--- config.mk ---
export PLATFORM = sky130hd
export DESIGN_NAME = pc_module_flat
export DESIGN_NICKNAME = d
export VERILOG_FILES = /design/src/rtl/pc_module_if.sv /design/src/rtl/pc_module.sv /design/src/flat_wrapper.sv
export SDC_FILE = /design/constraint.sdc
export NUM_CORES = 1
export LEC_CHECK = 0
export BUFFER_PORTS_ARGS = -buffer_cell sky130_fd_sc_hd__clkbuf_2
export CAP_MARGIN = 10
export CORE_UTILIZATION = 51
export CTS_CLUSTER_DIAMETER = 120
export CTS_CLUSTER_SIZE = 8
export DETAILED_ROUTE_END_ITERATION = 6
export GPL_TIMING_DRIVEN = 0
export PLACE_DENSITY = 0.87
export SYNTH_ARGS = -nofsm -noshare
export SYNTH_HDL_FRONTEND = slang
export SYNTH_SLANG_ARGS = --single-unit
export TNS_END_PERCENT = 100
--- constraint.sdc ---
create_clock -name i_clk -period 2.7 [get_ports i_clk]
set_input_delay 0.405 -clock i_clk [delete_from_list [all_inputs] [get_ports i_clk]]
set_output_delay 0.405 -clock i_clk [all_outputs]
set_load 0.01 [all_outputs]
--- src/rtl/pc_module_if.sv ---
// Purpose: next-PC selection bus between the fetch control and pc_module.
// Signals (named from the pc_module side):
//   i_pc_src      2      next-PC select: 00 PC+INC, 01 return address, 10 jump, 11 branch
//   i_i_imm       WIDTH  sign-extended branch offset, relative to the current PC
//   i_j_imm       WIDTH  sign-extended jump offset, relative to the current PC
//   i_ret_addr    WIDTH  absolute return target
//   o_pc          WIDTH  current program counter (registered)
interface pc_module_if #(
    parameter int unsigned WIDTH = 32
);
    logic [1:0]       i_pc_src;
    logic [WIDTH-1:0] i_i_imm;
    logic [WIDTH-1:0] i_j_imm;
    logic [WIDTH-1:0] i_ret_addr;
    logic [WIDTH-1:0] o_pc;

    modport master (
        output i_pc_src,
        output i_i_imm,
        output i_j_imm,
        output i_ret_addr,
        input  o_pc
    );

    modport slave (
        input  i_pc_src,
        input  i_i_imm,
        input  i_j_imm,
        input  i_ret_addr,
        output o_pc
    );
endinterface

--- src/rtl/pc_module.sv ---
// Purpose: program-counter register and next-PC selection for instruction fetch.
// Ports:
//   i_clk    in   single clock, PC updates on the rising edge
//   i_rst_n  in   asynchronous active-low reset, forces PC to RESET_PC at once
//   io_bus   slave modport of pc_module_if (select, offsets, return address, PC out)
module pc_module #(
    parameter int unsigned      WIDTH    = 32,
    parameter logic [WIDTH-1:0] RESET_PC = '0,
    parameter logic [WIDTH-1:0] PC_INC   = WIDTH'(1)
) (
    input  logic          i_clk,
    input  logic          i_rst_n,
    pc_module_if.slave    io_bus
);
    localparam logic [1:0] PC_SRC_RA  = 2'b01;
    localparam logic [1:0] PC_SRC_JMP = 2'b10;
    localparam logic [1:0] PC_SRC_BTA = 2'b11;

    logic [WIDTH-1:0] r_pc;
    logic [WIDTH-1:0] w_pc_plus;
    logic [WIDTH-1:0] w_jta;
    logic [WIDTH-1:0] w_bta;
    logic [WIDTH-1:0] w_next_pc;

    // Candidate targets; offsets are relative to the current PC, wrap modulo 2^WIDTH.
    assign w_pc_plus = r_pc + PC_INC;
    assign w_jta     = r_pc + io_bus.i_j_imm;
    assign w_bta     = r_pc + io_bus.i_i_imm;

    // Priority-free 4:1 select; an unknown select propagates X in simulation,
    // while the final fallback leg makes hardware default to PC+INC.
    assign w_next_pc = (io_bus.i_pc_src == PC_SRC_BTA) ? w_bta :
                       (io_bus.i_pc_src == PC_SRC_JMP) ? w_jta :
                       (io_bus.i_pc_src == PC_SRC_RA)  ? io_bus.i_ret_addr :
                                                         w_pc_plus;

    // PC register; reset dominates any edge.
    always_ff @(posedge i_clk or negedge i_rst_n) begin
        if (!i_rst_n) begin
            r_pc <= RESET_PC;
        end else begin
            r_pc <= w_next_pc;
        end
    end

    assign io_bus.o_pc = r_pc;
endmodule

--- src/flat_wrapper.sv ---
// flat-port wrapper written by rule: the top's interface ports become plain ports
module pc_module_flat 
#(
    parameter int unsigned      WIDTH    = 32,
    parameter logic [WIDTH-1:0] RESET_PC = '0,
    parameter logic [WIDTH-1:0] PC_INC   = WIDTH'(1)
)
  (i_clk, i_rst_n, io_bus_i_pc_src, io_bus_i_i_imm, io_bus_i_j_imm, io_bus_i_ret_addr, io_bus_o_pc);
  pc_module_if #(.WIDTH(WIDTH)) io_bus_i ();
  input  logic i_clk;
  input  logic i_rst_n;
  input wire logic [$bits(io_bus_i.i_pc_src)-1:0] io_bus_i_pc_src;
  input wire logic [$bits(io_bus_i.i_i_imm)-1:0] io_bus_i_i_imm;
  input wire logic [$bits(io_bus_i.i_j_imm)-1:0] io_bus_i_j_imm;
  input wire logic [$bits(io_bus_i.i_ret_addr)-1:0] io_bus_i_ret_addr;
  output wire logic [$bits(io_bus_i.o_pc)-1:0] io_bus_o_pc;
  assign io_bus_i.i_pc_src = io_bus_i_pc_src;
  assign io_bus_i.i_i_imm = io_bus_i_i_imm;
  assign io_bus_i.i_j_imm = io_bus_i_j_imm;
  assign io_bus_i.i_ret_addr = io_bus_i_ret_addr;
  assign io_bus_o_pc = io_bus_i.o_pc;
  pc_module #(.WIDTH(WIDTH), .RESET_PC(RESET_PC), .PC_INC(PC_INC)) u_core (.i_clk(i_clk), .i_rst_n(i_rst_n), .io_bus(io_bus_i));
endmodule
# After elaboration in Yosys (flattened, before gate mapping)
# Index checks and enable logic that the tools add are counted.
[totals]
ff_bits = 32
latch_bits = 0
mem_bits_rw = 0
rom_bits = 0
in_bits = 100
out_inout_bits = 32
word_cells = 10
mem_count = 0
[op_classes]
add_sub_neg = 3
mul = 0
div = 0
magnitude_cmp = 0
eq_ne = 3
shift = 0
mux = 3
n_bitwise = 0
n_reduce_logical = 0
[op_table]
columns = ["op", "n"]
rows = [
  ["32-bit two-way mux", 3],
  ["32-bit adder", 2],
  ["32-bit by 1-bit adder with 32-bit output, second input constant", 1],
  ["2-bit == test, second input constant", 2],
  ["2-bit by 1-bit == test with 1-bit output, second input constant", 1],
]

# Depth between registers and ports, before layout
[depth]
word_depth = 4
depth_mapped = 11

# Worst setup path before layout
# No wires, ideal clock.
[synth_path]
path_type = "reg-to-reg"
start = "register u_core.r_pc[0] (netlist: u_core.io_bus.o_pc[0])"
end = "register u_core.r_pc[24] (netlist: u_core.io_bus.o_pc[24])"
setup_ns = 0.104
arrival_time_ns = 2.974
t_required_ns = 2.596
setup_slack_ns = -0.378
stages_incl_launch_ff = 12
period_less_slack_ns = 3.078
path_cell_list = "dfrtp_1 > ha_1 > fa_1 > a21oi_2 > nor2_1 > o31a_2 > o311ai_4 > a211oi_2 > o41ai_4 > o21ai_1 > xnor2_1 > a221oi_1"
[synth_via]
elab_chain_len = 4
word_cells_on_any_way = 6
cone_classes = "add/sub: 3; mux: 3"
[synth_rtl]
columns = ["element", "line_no", "text"]
rows = [
  ["start: declaration", "pc_module.sv:19", "logic [WIDTH-1:0] r_pc;"],
  ["start signal: assignment", "pc_module.sv:42", "r_pc <= w_next_pc;"],
  ["32-bit by 1-bit adder with 32-bit output", "pc_module.sv:26", "assign w_pc_plus = r_pc + PC_INC;"],
  ["32-bit two-way mux", "pc_module.sv:34", "(io_bus.i_pc_src == PC_SRC_RA) ? io_bus.i_ret_addr :"],
  ["32-bit two-way mux", "pc_module.sv:33", "(io_bus.i_pc_src == PC_SRC_JMP) ? w_jta :"],
  ["32-bit two-way mux *", "pc_module.sv:32", "assign w_next_pc = (io_bus.i_pc_src == PC_SRC_BTA) ? w_bta :"],
  ["named net u_core.w_next_pc[24]", "pc_module.sv:23", "logic [WIDTH-1:0] w_next_pc;"],
]
# The timed path passes the listed nets; every way through them passes the cells marked *.

# Worst setup path after layout
[layout_path]
start = "register u_core.r_pc[0] (netlist: u_core.io_bus.o_pc[0])"
end = "register u_core.r_pc[28] (netlist: u_core.io_bus.o_pc[28])"
# The elaborated chain is that of the path after synthesis.

==> results.md <==
* Critical Path RT at between 2 and 3 ns
* Port Buffer Count at between 100 and 150
* Setup CP Type: reg -> reg
* NumNets Final at a little under 1000
* Antenna-violating nets left at 0
* R2r setup slk at -0.36 ns
* Initial antenna violation count at 0
* Max Cap Violations at 0
* Synthesized area at 5420 sq um
* # H-tree levels at 2
* Seq cells post-synth at 32
* Die area at 11100 sq um
* Vias/cell at 6.47
* Num ports at 132
* First-pass GRT wire length at 26600 microns
* Fraction of registers with async set/reset at 1.00
* Total congestion overflow at 0
* Worst-skew pair later-pin latency at 0.31 ns
* Syn. warnings at 0
* Hold Crit Class: in -> async
* Synth top area cells: dfrtp_1 (15%), ha_1 (15%), mux4_2 (8.3%), xnor2_1 (7.8%), a21oi_1 (5.4%)
* Clock-pin slew on the worst setup and hold paths at 0.09 ns
* DP Area at 6320 sq um
* Max Freq at 0.327 GHz
* Share of cells above drive strength 1 at 0.365
* Seq/Total Area, Yosys at 0.148
* Worst Setup Start Kind: flip-flop
* Pre-antenna DRT Iters at 7
* P&R area growth vs syn at 32.0%
* Final setup violation count at 17
* Longest Clk Path Bufs at 2
* Ant diodes at 0
* Pwr dens at 1210 nW/um^2
* Number of synthesized flops with an enable pin at 0
* Critical Path Slowest Stage Cell: dfrtp_2
* Fin. Hold Viols at 0
* Kind of cell adding the most delay to the critical path: compound AO/OA/AOI/OAI gates
* Synth area leader: dfrtp_1
* Crit-path cells: ha_4 > fa_2 > a21oi_4 > nor2_2 > o31a_2 > o311ai_4 > a211oi_4 > o41ai_4 > buf_4 > a2bb2oi_2 > mux2i_1 > a211oi_2
* Clock Skews at 0.0153 ns
* Pin count of the biggest net entering global routing at 33
* Post-synth cell types at 72
* Crit share post-route at 1.13
* Most instantiated library cell after synthesis: ha_1
* # clock sinks at 32
* Starting DRT DRC Count at 535
* Layout Cells excl Fill at 950
* Via count at 6149
* Measured slew at the worst slew-check pin at between 0.9 and 1 ns
* GRT Overall Usage at 0.304
* WP buf/inv at 1
* Post-route setup TNS at -3.20 ns
* Outcome: finished, violations left
* Failing checks: negative setup slack
* DP HPWL at 12900 microns
* Prevailing post-synth register cell: dfrtp_1
* Chip Height at 105 microns
* Vias in the first global route at 5480
* Post-Synthesis Mean Instance Area at ~8.4 sq um
* Synth top area share at 0.148
* Unrepaired setup endpoints after global routing: yes
* Final wirelength at 18500 microns
* Area of the core at between 10000 and 15000 sq um
* DRC Markers at 0
* Mapped Nets at 810
* Top cells by count, synth: ha_1 (63), a21oi_1 (58), nand2_1 (58), xnor2_1 (48), nor2_1 (45)
* Max-slew headroom at 0.357
* Clock root buffer: clkbuf_8
* Routed wire per std cell at 19.5 microns
* CTS tree: done
* CP endpoint kind: flip-flop
* Worst path arrival time at 3.23 ns
* Max reg flops at 32
* Leakage at 3.17 nW
* Layout filler cell count at 766
* CTS buffer count at 5
* Final slew viol count at 0
* Peak VDD IR at 0.570 mV
* Cell area after layout at 7160 sq um
* Critical Path Max Stage Delay at 0.44 ns
* Starting Density at 0.525
* Routability cong. at 0.926
* # rows at 37
* Design Power at 0.00868 W
* Die Width at 105 microns
* Worst Path Max Fanout at 4
* Worst setup margin at -0.361 ns
* Cell Count Post-Placement at 911
* Final Critical Period at 3.06 ns
* Synth Instances at between 600 and 700
cell usage in the layout, fill, tap and decap left out, types with 10 or more instances in the layout:
cell,instances
and3_1,11
o21ai_0,21
mux4_2,20
buf_4,36
dfrtp_1,19
xnor2_1,47
nor2_1,41
inv_1,18
clkbuf_2,130
a21o_1,33
a21oi_1,50
nand4_1,10
xor2_1,28
ha_4,21
nand3_1,19
nand2_1,56
dfrtp_2,13
ha_1,40
layer usage:
| metal | GRT usage | vias to the layer above | part of all wire | wire length (microns) |
|---|---|---|---|---|
| li1 | - | 2783 | - | - |
| met1 | 0.389 | 2867 | 0.40 | 7390 |
| met2 | 0.517 | 384 | 0.47 | 8720 |
| met3 | 0.0418 | 115 | 0.073 | 1350 |
| met4 | 0.117 | 0 | 0.057 | 1060 |
| met5 | 0 | - | 0 | 0 |
worst paths after layout:
| check | start | endpoint | depth (start not counted) |
|---|---|---|---|
| hold / removal | i_rst_n | u_core.io_bus.o_pc[11] | 1 |
| min in group i_clk | io_bus_i_ret_addr[26] | u_core.io_bus.o_pc[26] | 3 |
| setup / recovery | u_core.io_bus.o_pc[0] | u_core.io_bus.o_pc[28] | 12 |
| hold reg to reg | u_core.io_bus.o_pc[0] | u_core.io_bus.o_pc[0] | 2 |
| max in group asynchronous | i_rst_n | u_core.io_bus.o_pc[1] | 1 |
| setup reg to reg | u_core.io_bus.o_pc[0] | u_core.io_bus.o_pc[28] | 12 |
per-stage QoR:
stage          utilization  worst slack [ns]  hold WS, ns
2_1_floorplan            -            -0.243        0.109
3_3_place_gp         0.613            -0.607        0.556
3_5_place_dp         0.613            -0.599        0.589
4_1_cts              0.654            -0.396        0.255
5_1_grt              0.693            -0.431        0.297
6_report             0.693            -0.361        0.231
area by class of cell:
class | count | area [sq um] | area share
flip-flops and latches | 32 | 817 | 0.114
clock inverters | 2 | 12.5 | 0.00175
plain buffers | 15 | 71.3 | 0.00996
inverters | 19 | 71.3 | 0.00996
clock buffers | 6 | 72.6 | 0.0101
multi-input cells | 577 | 5040 | 0.704
repair buffers | 163 | 902 | 0.126
well taps | 136 | 170 | 0.0238
what timing repair did:
item                                    4_1_cts  5_1_grt
pin swaps                                    25       27
endpoints found under the hold margin         0        0
hold buffers                                  0        0
cloned                                        0        0
resized for setup                            36       54
setup buffers                                15       18
endpoints found under the setup margin       21       22
cell families after synthesis:
logic type	synth area share
multiplexers	0.0946
adder cells (fa/ha/maj)	0.153
flip-flops	0.148
XOR/XNOR	0.123
AO/OA/AOI/OAI	0.273
buffers and inverters	0.0277
AND/OR/NAND/NOR	0.181
where the power goes:
part           internal (W)  leakage [nW]  switching, W
clock network      0.000181        0.0412      0.000225
registers          0.000740         0.359      0.000549
logic               0.00336          2.77       0.00362
total               0.00429          3.17       0.00440
Note: power is estimated with default switching activity, not from simulation.
